[src/rtl/riscv_pkg.sv]
// Shared pipeline-control types and constants.
package riscv_pkg;

  localparam int DRAIN_CYCLES_DEFAULT = 4;
  localparam int DRAIN_CNT_W          = 3;

  typedef enum logic [1:0] {
    ST_RUN,
    ST_DRAIN,
    ST_HALTED
  } pipe_ctrl_state_t;

  // x0 is hardwired zero, so a producer targeting it never creates a dependency.
  function automatic logic rd_hit(input logic [4:0] rs, input logic uses,
                                  input logic [4:0] rd, input logic wr);
    return uses && wr && (rs != 5'd0) && (rs == rd);
  endfunction

endpackage

[src/rtl/pipeline_control_if.sv]
// Pipeline-to-controller signal bundle; the controller is the slave side.
interface pipeline_control_if;
  logic [4:0]  i_id_rs1_index;
  logic [4:0]  i_id_rs2_index;
  logic        i_id_uses_rs1;
  logic        i_id_uses_rs2;
  logic [4:0]  i_ex_rd_index;
  logic [4:0]  i_mem_rd_index;
  logic        i_ex_reg_write;
  logic        i_mem_reg_write;
  logic        i_ex_branch_taken;
  logic        i_mem_busy;
  logic        i_halt_req;
  logic        i_resume;
  logic        o_if_enable;
  logic        o_id_enable;
  logic        o_ex_enable;
  logic        o_mem_enable;
  logic        o_wb_enable;
  logic        o_id_flush;
  logic        o_ex_flush;
  logic        o_halted;
  logic [31:0] o_stall_cycles;
  logic [31:0] o_flush_events;

  modport master (
    output i_id_rs1_index, i_id_rs2_index, i_id_uses_rs1, i_id_uses_rs2,
           i_ex_rd_index, i_mem_rd_index, i_ex_reg_write, i_mem_reg_write,
           i_ex_branch_taken, i_mem_busy, i_halt_req, i_resume,
    input  o_if_enable, o_id_enable, o_ex_enable, o_mem_enable, o_wb_enable,
           o_id_flush, o_ex_flush, o_halted, o_stall_cycles, o_flush_events
  );

  modport slave (
    input  i_id_rs1_index, i_id_rs2_index, i_id_uses_rs1, i_id_uses_rs2,
           i_ex_rd_index, i_mem_rd_index, i_ex_reg_write, i_mem_reg_write,
           i_ex_branch_taken, i_mem_busy, i_halt_req, i_resume,
    output o_if_enable, o_id_enable, o_ex_enable, o_mem_enable, o_wb_enable,
           o_id_flush, o_ex_flush, o_halted, o_stall_cycles, o_flush_events
  );
endinterface

[src/rtl/hazard_detect.sv]
// Combinational RAW detector: decode sources against EX/MEM destinations.
module hazard_detect
  import riscv_pkg::*;
(
  input  logic [4:0] rs1_index,
  input  logic [4:0] rs2_index,
  input  logic       uses_rs1,
  input  logic       uses_rs2,
  input  logic [4:0] ex_rd_index,
  input  logic       ex_reg_write,
  input  logic [4:0] mem_rd_index,
  input  logic       mem_reg_write,
  output logic       raw
);

  logic rs1_hit;
  logic rs2_hit;

  assign rs1_hit = rd_hit(rs1_index, uses_rs1, ex_rd_index, ex_reg_write) ||
                   rd_hit(rs1_index, uses_rs1, mem_rd_index, mem_reg_write);
  assign rs2_hit = rd_hit(rs2_index, uses_rs2, ex_rd_index, ex_reg_write) ||
                   rd_hit(rs2_index, uses_rs2, mem_rd_index, mem_reg_write);
  assign raw     = rs1_hit || rs2_hit;

endmodule

[src/rtl/pipeline_control.sv]
// Pipeline stall/flush/halt controller with saturating performance counters.
//   state     | meaning
//   ST_RUN    | normal issue; services busy, branch flush and RAW stall
//   ST_DRAIN  | front end held, bubbles pushed until back end is empty
//   ST_HALTED | everything stopped, waiting for a resume pulse
module pipeline_control
  import riscv_pkg::*;
#(
  parameter int DRAIN_CYCLES = DRAIN_CYCLES_DEFAULT
) (
  input logic               i_clk,
  input logic               i_rst,
  pipeline_control_if.slave bus
);

  localparam logic [DRAIN_CNT_W-1:0] DRAIN_LOAD = DRAIN_CNT_W'(DRAIN_CYCLES - 1);

  pipe_ctrl_state_t       state, state_nxt;
  logic [DRAIN_CNT_W-1:0] drain_cnt, drain_cnt_nxt;
  logic [31:0]            stall_cnt;
  logic [31:0]            flush_cnt;
  logic                   stall_inc;
  logic                   flush_inc;
  logic                   raw;

  hazard_detect u_hazard (
    .rs1_index     (bus.i_id_rs1_index),
    .rs2_index     (bus.i_id_rs2_index),
    .uses_rs1      (bus.i_id_uses_rs1),
    .uses_rs2      (bus.i_id_uses_rs2),
    .ex_rd_index   (bus.i_ex_rd_index),
    .ex_reg_write  (bus.i_ex_reg_write),
    .mem_rd_index  (bus.i_mem_rd_index),
    .mem_reg_write (bus.i_mem_reg_write),
    .raw           (raw)
  );

  always_ff @(posedge i_clk) begin
    if (i_rst) begin
      state     <= ST_RUN;
      drain_cnt <= '0;
      stall_cnt <= '0;
      flush_cnt <= '0;
    end else begin
      state     <= state_nxt;
      drain_cnt <= drain_cnt_nxt;
      if (stall_inc && (stall_cnt != '1)) stall_cnt <= stall_cnt + 32'd1;
      if (flush_inc && (flush_cnt != '1)) flush_cnt <= flush_cnt + 32'd1;
    end
  end

  always_comb begin
    state_nxt        = state;
    drain_cnt_nxt    = drain_cnt;
    stall_inc        = 1'b0;
    flush_inc        = 1'b0;
    bus.o_if_enable  = 1'b1;
    bus.o_id_enable  = 1'b1;
    bus.o_ex_enable  = 1'b1;
    bus.o_mem_enable = 1'b1;
    bus.o_wb_enable  = 1'b1;
    bus.o_id_flush   = 1'b0;
    bus.o_ex_flush   = 1'b0;
    bus.o_halted     = 1'b0;

    if (i_rst) begin
      bus.o_if_enable  = 1'b0;
      bus.o_id_enable  = 1'b0;
      bus.o_ex_enable  = 1'b0;
      bus.o_mem_enable = 1'b0;
      bus.o_wb_enable  = 1'b0;
      bus.o_id_flush   = 1'b1;
      bus.o_ex_flush   = 1'b1;
    end else begin
      unique case (state)
        ST_RUN: begin
          if (bus.i_mem_busy) begin
            bus.o_if_enable  = 1'b0;
            bus.o_id_enable  = 1'b0;
            bus.o_ex_enable  = 1'b0;
            bus.o_mem_enable = 1'b0;
            bus.o_wb_enable  = 1'b0;
          end else begin
            if (bus.i_ex_branch_taken) begin
              bus.o_id_flush = 1'b1;
              bus.o_ex_flush = 1'b1;
              flush_inc      = 1'b1;
            end else if (raw) begin
              bus.o_if_enable = 1'b0;
              bus.o_id_enable = 1'b0;
              bus.o_ex_flush  = 1'b1;
              stall_inc       = 1'b1;
            end
            if (bus.i_halt_req) begin
              state_nxt     = ST_DRAIN;
              drain_cnt_nxt = DRAIN_LOAD;
            end
          end
        end
        ST_DRAIN: begin
          if (bus.i_mem_busy) begin
            bus.o_if_enable  = 1'b0;
            bus.o_id_enable  = 1'b0;
            bus.o_ex_enable  = 1'b0;
            bus.o_mem_enable = 1'b0;
            bus.o_wb_enable  = 1'b0;
          end else begin
            bus.o_if_enable = 1'b0;
            bus.o_id_enable = 1'b0;
            bus.o_ex_flush  = 1'b1;
            stall_inc       = 1'b1;
            // A late branch still kills the wrong-path fetch in IF/ID.
            if (bus.i_ex_branch_taken) begin
              bus.o_id_flush = 1'b1;
              flush_inc      = 1'b1;
            end
            if (drain_cnt == '0) state_nxt = ST_HALTED;
            else drain_cnt_nxt = drain_cnt - DRAIN_CNT_W'(1);
          end
        end
        ST_HALTED: begin
          bus.o_if_enable  = 1'b0;
          bus.o_id_enable  = 1'b0;
          bus.o_ex_enable  = 1'b0;
          bus.o_mem_enable = 1'b0;
          bus.o_wb_enable  = 1'b0;
          bus.o_halted     = 1'b1;
          if (bus.i_resume) state_nxt = ST_RUN;
        end
        default: state_nxt = ST_RUN;
      endcase
    end
  end

  assign bus.o_stall_cycles = stall_cnt;
  assign bus.o_flush_events = flush_cnt;

endmodule
[src/flat_wrapper.sv]
// flat-port wrapper written by rule: the top's interface ports become plain ports
module pipeline_control_flat import riscv_pkg::*;
#(
  parameter int DRAIN_CYCLES = DRAIN_CYCLES_DEFAULT
)
  (i_clk, i_rst, bus_i_id_rs1_index, bus_i_id_rs2_index, bus_i_id_uses_rs1, bus_i_id_uses_rs2, bus_i_ex_rd_index, bus_i_mem_rd_index, bus_i_ex_reg_write, bus_i_mem_reg_write, bus_i_ex_branch_taken, bus_i_mem_busy, bus_i_halt_req, bus_i_resume, bus_o_if_enable, bus_o_id_enable, bus_o_ex_enable, bus_o_mem_enable, bus_o_wb_enable, bus_o_id_flush, bus_o_ex_flush, bus_o_halted, bus_o_stall_cycles, bus_o_flush_events);
  pipeline_control_if bus_i ();
  input logic i_clk;
  input logic i_rst;
  input wire logic [$bits(bus_i.i_id_rs1_index)-1:0] bus_i_id_rs1_index;
  input wire logic [$bits(bus_i.i_id_rs2_index)-1:0] bus_i_id_rs2_index;
  input wire logic [$bits(bus_i.i_id_uses_rs1)-1:0] bus_i_id_uses_rs1;
  input wire logic [$bits(bus_i.i_id_uses_rs2)-1:0] bus_i_id_uses_rs2;
  input wire logic [$bits(bus_i.i_ex_rd_index)-1:0] bus_i_ex_rd_index;
  input wire logic [$bits(bus_i.i_mem_rd_index)-1:0] bus_i_mem_rd_index;
  input wire logic [$bits(bus_i.i_ex_reg_write)-1:0] bus_i_ex_reg_write;
  input wire logic [$bits(bus_i.i_mem_reg_write)-1:0] bus_i_mem_reg_write;
  input wire logic [$bits(bus_i.i_ex_branch_taken)-1:0] bus_i_ex_branch_taken;
  input wire logic [$bits(bus_i.i_mem_busy)-1:0] bus_i_mem_busy;
  input wire logic [$bits(bus_i.i_halt_req)-1:0] bus_i_halt_req;
  input wire logic [$bits(bus_i.i_resume)-1:0] bus_i_resume;
  output wire logic [$bits(bus_i.o_if_enable)-1:0] bus_o_if_enable;
  output wire logic [$bits(bus_i.o_id_enable)-1:0] bus_o_id_enable;
  output wire logic [$bits(bus_i.o_ex_enable)-1:0] bus_o_ex_enable;
  output wire logic [$bits(bus_i.o_mem_enable)-1:0] bus_o_mem_enable;
  output wire logic [$bits(bus_i.o_wb_enable)-1:0] bus_o_wb_enable;
  output wire logic [$bits(bus_i.o_id_flush)-1:0] bus_o_id_flush;
  output wire logic [$bits(bus_i.o_ex_flush)-1:0] bus_o_ex_flush;
  output wire logic [$bits(bus_i.o_halted)-1:0] bus_o_halted;
  output wire logic [$bits(bus_i.o_stall_cycles)-1:0] bus_o_stall_cycles;
  output wire logic [$bits(bus_i.o_flush_events)-1:0] bus_o_flush_events;
  assign bus_i.i_id_rs1_index = bus_i_id_rs1_index;
  assign bus_i.i_id_rs2_index = bus_i_id_rs2_index;
  assign bus_i.i_id_uses_rs1 = bus_i_id_uses_rs1;
  assign bus_i.i_id_uses_rs2 = bus_i_id_uses_rs2;
  assign bus_i.i_ex_rd_index = bus_i_ex_rd_index;
  assign bus_i.i_mem_rd_index = bus_i_mem_rd_index;
  assign bus_i.i_ex_reg_write = bus_i_ex_reg_write;
  assign bus_i.i_mem_reg_write = bus_i_mem_reg_write;
  assign bus_i.i_ex_branch_taken = bus_i_ex_branch_taken;
  assign bus_i.i_mem_busy = bus_i_mem_busy;
  assign bus_i.i_halt_req = bus_i_halt_req;
  assign bus_i.i_resume = bus_i_resume;
  assign bus_o_if_enable = bus_i.o_if_enable;
  assign bus_o_id_enable = bus_i.o_id_enable;
  assign bus_o_ex_enable = bus_i.o_ex_enable;
  assign bus_o_mem_enable = bus_i.o_mem_enable;
  assign bus_o_wb_enable = bus_i.o_wb_enable;
  assign bus_o_id_flush = bus_i.o_id_flush;
  assign bus_o_ex_flush = bus_i.o_ex_flush;
  assign bus_o_halted = bus_i.o_halted;
  assign bus_o_stall_cycles = bus_i.o_stall_cycles;
  assign bus_o_flush_events = bus_i.o_flush_events;
  pipeline_control #(.DRAIN_CYCLES(DRAIN_CYCLES)) u_core (.i_clk(i_clk), .i_rst(i_rst), .bus(bus_i));
endmodule
[config.mk]
export PLATFORM = sky130hd
export DESIGN_NAME = pipeline_control_flat
export DESIGN_NICKNAME = d
export VERILOG_FILES = /design/src/rtl/riscv_pkg.sv /design/src/rtl/pipeline_control_if.sv /design/src/rtl/hazard_detect.sv /design/src/rtl/pipeline_control.sv /design/src/flat_wrapper.sv
export SDC_FILE = /design/constraint.sdc
export NUM_CORES = 1
export LEC_CHECK = 0
export CAP_MARGIN = 20
export CORE_ASPECT_RATIO = 1.4
export CORE_MARGIN = 5
export CORE_UTILIZATION = 45
export CTS_CLUSTER_SIZE = 12
export DETAILED_ROUTE_END_ITERATION = 6
export GPL_ROUTABILITY_DRIVEN = 0
export PLACE_DENSITY = 0.88
export SYNTH_ARGS = -nofsm -noshare
export SYNTH_HDL_FRONTEND = slang
export SYNTH_HIERARCHICAL = 1
export SYNTH_SLANG_ARGS = --single-unit
[constraint.sdc]
create_clock -name i_clk -period 3 [get_ports i_clk]
set_input_delay 0.6 -clock i_clk [delete_from_list [all_inputs] [get_ports i_clk]]
set_output_delay 0.6 -clock i_clk [all_outputs]
set_load 0.05 [all_outputs]
==> results.cfg <==
[yosys]
ys_seq_elements = 69
ys_types = 50
ys_warn_count = 6
syn-num-nets = 540
synth_ff_type = dfxtp_1
syn_area_um2 = 4030
syn_inst = 502
ys_seq_area_share_pct = 34.3
synthArstFlopShare_pct = 0
synth_edf_count = 0
synth.avg_cell_area_um2 = 8.03

[sta]
fin_tns_setup_ps = 0
setup_ws_ps = 47.7
fmax_ghz = 0.339
hold_viol_final = 0
relSlewSlack_pct = 51.1
finalCritPeriodShare_pct = 98.4
worst_slew_pin_slew_ps = 731
slew_violations = 0
fin_skew_ps = 4.37
timing.final.crit_period_ps = 2950
finalSetupViolCount = 0

[finish]
synthToLayoutAreaGrowth_pct = 43.6
area.sequential_um2 = 1380
final_nets = 649
n_antenna_cell = 0
fill_cells = 709
fin_util_pct = 65.2
design_area_um2 = 5790
multi_input_area_um2 = 2610
drive_above_1_share_pct = 14.4

[clocking]
numCtsBuffers = 9
insertion_delay_ps = 320
cts_num_sinks = 69
cts_htree_levels = 3
clkTransAtPathRegs_ps = 60
clock_path_buffers = 2
cts_root_buf = clkbuf_16
cts_tree = yes

[route]
wl_met3_um = 891
wirelength_um = 12800
dr_total_vias = 4545
drcViolationCount = 0
wl_met2_um = 6590
drt_first_pass_iters = 5
top_layer = met4
ant_nets = 0
wl_per_cell_um = 17.7
drt_iter0_drc = 360
vias_per_cell = 6.29
wl_met1_um = 4840

[grt]
grt_max_degree = 59
grt_pass1_wl_um = 20300
track_usage_pct = 22.0
grt_pass1_vias = 4410
grt_antenna_before_repair = 0
overflow = 0

[floorplan]
die_area_um2 = 11000
die-height_um = 122
coreArea_um2 = 8870
fp-row-count = 41
die_x_um = 90.0
initial_core_util_pct = 45.4
pin_count = 102

[setup_path]
endpoint_kind = output pin
crit_required_ps = 2400
crit_chain = clkdlybuf4s15_1 > or4_4 > o21ai_4 > o22ai_2 > buf_4 > a21oi_4 > a21oi_2 > nor2_4 > buf_12
crit_type = input pin to output pin
arrival_ps = 2350
startpoint_type = input pin
timing.reg2reg.setup_slack_ps = 260
crit_fanout = 3
timing.critical_path.slowest_stage_cell = or4_4
slowest_delay_ps = 520

[power]
p_leak_nw = 1.92
p_clk_share_pct = 43.7
p_int_mw = 2.13
pwr-share-seq_pct = 33.2
p_switching_mw = 0.820
swShare_pct = 27.8
ir_drop_mv = 0.354
power.density_nw_per_um2 = 510
comb_power_share_pct = 23.0

[placement]
place_hpwl_um = 8880
dpl_worst_slack_ps = -675
place_area_um2 = 5320
numPortBuffers = 101

[status]
status = finished, final reports clean

[run]
max_cap_violations = 0

[min_path]
hp-class = flip-flop to flip-flop
## what timing repair did
action | CTS | global route
hold buffers | 0 | 0
resized for setup | 28 | 25
setup endpoints to repair | 32 | 32
gates cloned | 1 | 0
buffers inserted | 0 | 1
pin swaps | 11 | 15
## final timing paths
path	startpoint	to	cells past startpoint
setup / recovery	bus_i_id_rs1_index[4]	bus_o_if_enable	9
hold / removal	u_core/drain_cnt[0]	u_core/drain_cnt[0]	2
setup reg to reg	u_core/bus.o_flush_events[0]	u_core/bus.o_flush_events[28]	6
hold reg to reg	u_core/drain_cnt[0]	u_core/drain_cnt[0]	2
## stage by stage
stage / instances / hold slack (ps) / total power, mW
after floorplan: 502 / 446 / 1.40
after global placement: 705 / 457 / 1.62
after detailed placement: 705 / 485 / 1.65
after CTS: 722 / 499 / 2.96
after global routing: 723 / 525 / 3.06
final: 723 / 504 / 2.95
## registers in the layout, summed over array words and instances, names as in the netlist
register,count
u_core/bus.o_stall_cycles,32
u_core/state,2
u_core/bus.o_flush_events,32
u_core/drain_cnt,3
## metal layers
metal | global-route usage (%) | up-vias
li1 | - | 2122
met1 | 23.8 | 2113
met2 | 38.5 | 255
met3 | 5.99 | 55
met4 | 12.7 | 0
met5 | 0 | -
## area by class of cell
type	instances	area share [%]
clock buffer	9	3.89
clock inverter	7	2.38
inverter	15	0.973
multi-input combinational	389	45.1
sequential	69	23.9
tap	107	2.31
timing repair buffer	127	21.4
## critical path: cells and delay by family
| kind | cells | cell delay (ps) |
|---|---|---|
| buffers and inverters | 3 | 550 |
| and+or+nand+nor | 2 | 700 |
| AOI/OAI and AO/OA | 4 | 510 |
## cell usage in the layout, fill, tap and decap left out, types with 17 or more instances in the layout
cell type and count:
or3_1 28, nand2_1 24, dfxtp_1 69, buf_4 26, nand3_1 26, a21oi_1 52
nand4_1 17, or4_1 23, xor2_1 19, clkdlybuf4s50_1 73, o21ai_0 24, nor2_1 26
o31ai_1 23
## cells in the mapped netlist (all sizes together), types with 2 or more instances
cell type | n | share of area [%]
buf | 7 | 1.0
o31ai | 24 | 4.5
inv | 15 | 1.4
and4 | 9 | 2.0
nand2b | 5 | 0.78
nor3 | 6 | 0.74
and3 | 8 | 1.2
a211oi | 8 | 1.5
o2111ai | 3 | 0.65
nand4 | 18 | 2.9
dfxtp | 69 | 34
xor2 | 19 | 4.1
xnor2 | 6 | 1.3
or2 | 4 | 0.62
mux2 | 4 | 1.1
nor2b | 8 | 1.2
o21ai | 26 | 3.2
nand3 | 26 | 3.2
a31oi | 2 | 0.31
ha | 8 | 2.5
nor4 | 8 | 1.2
a31o | 4 | 0.87
a32oi | 2 | 0.43
nand4b | 3 | 0.65
nor2 | 27 | 2.5
nand2 | 24 | 2.2
or4 | 26 | 4.8
nor3b | 3 | 0.56
o21bai | 2 | 0.37
mux2i | 3 | 0.74
and2 | 7 | 1.1
a21oi | 55 | 6.8
or3 | 28 | 4.3
clkbuf | 23 | 2.1
## logic make-up after synthesis
kind of cell / after synthesis / synth area share, %
buffers and inverters: 45 / 4.56
XOR/XNOR: 25 / 5.43
flip-flops: 69 / 34.3
AND/OR/NAND/NOR: 214 / 31.1
multiplexers: 7 / 1.86
AO/OA/AOI/OAI: 134 / 20.3
adder cells (fa/ha/maj): 8 / 2.48
## power groups by stage
| stage | Combinational, mW | Sequential [mW] | Clock (mW) |
|---|---|---|---|
| after global routing | 0.725 | 0.985 | 1.35 |
| after floorplan | 0.378 | 1.02 | 0 |
| after detailed placement | 0.651 | 1.00 | 0 |
| final | 0.680 | 0.981 | 1.29 |
| after CTS | 0.669 | 0.980 | 1.31 |
| after global placement | 0.627 | 0.995 | 0 |
(Power assumes the default switching activity.)
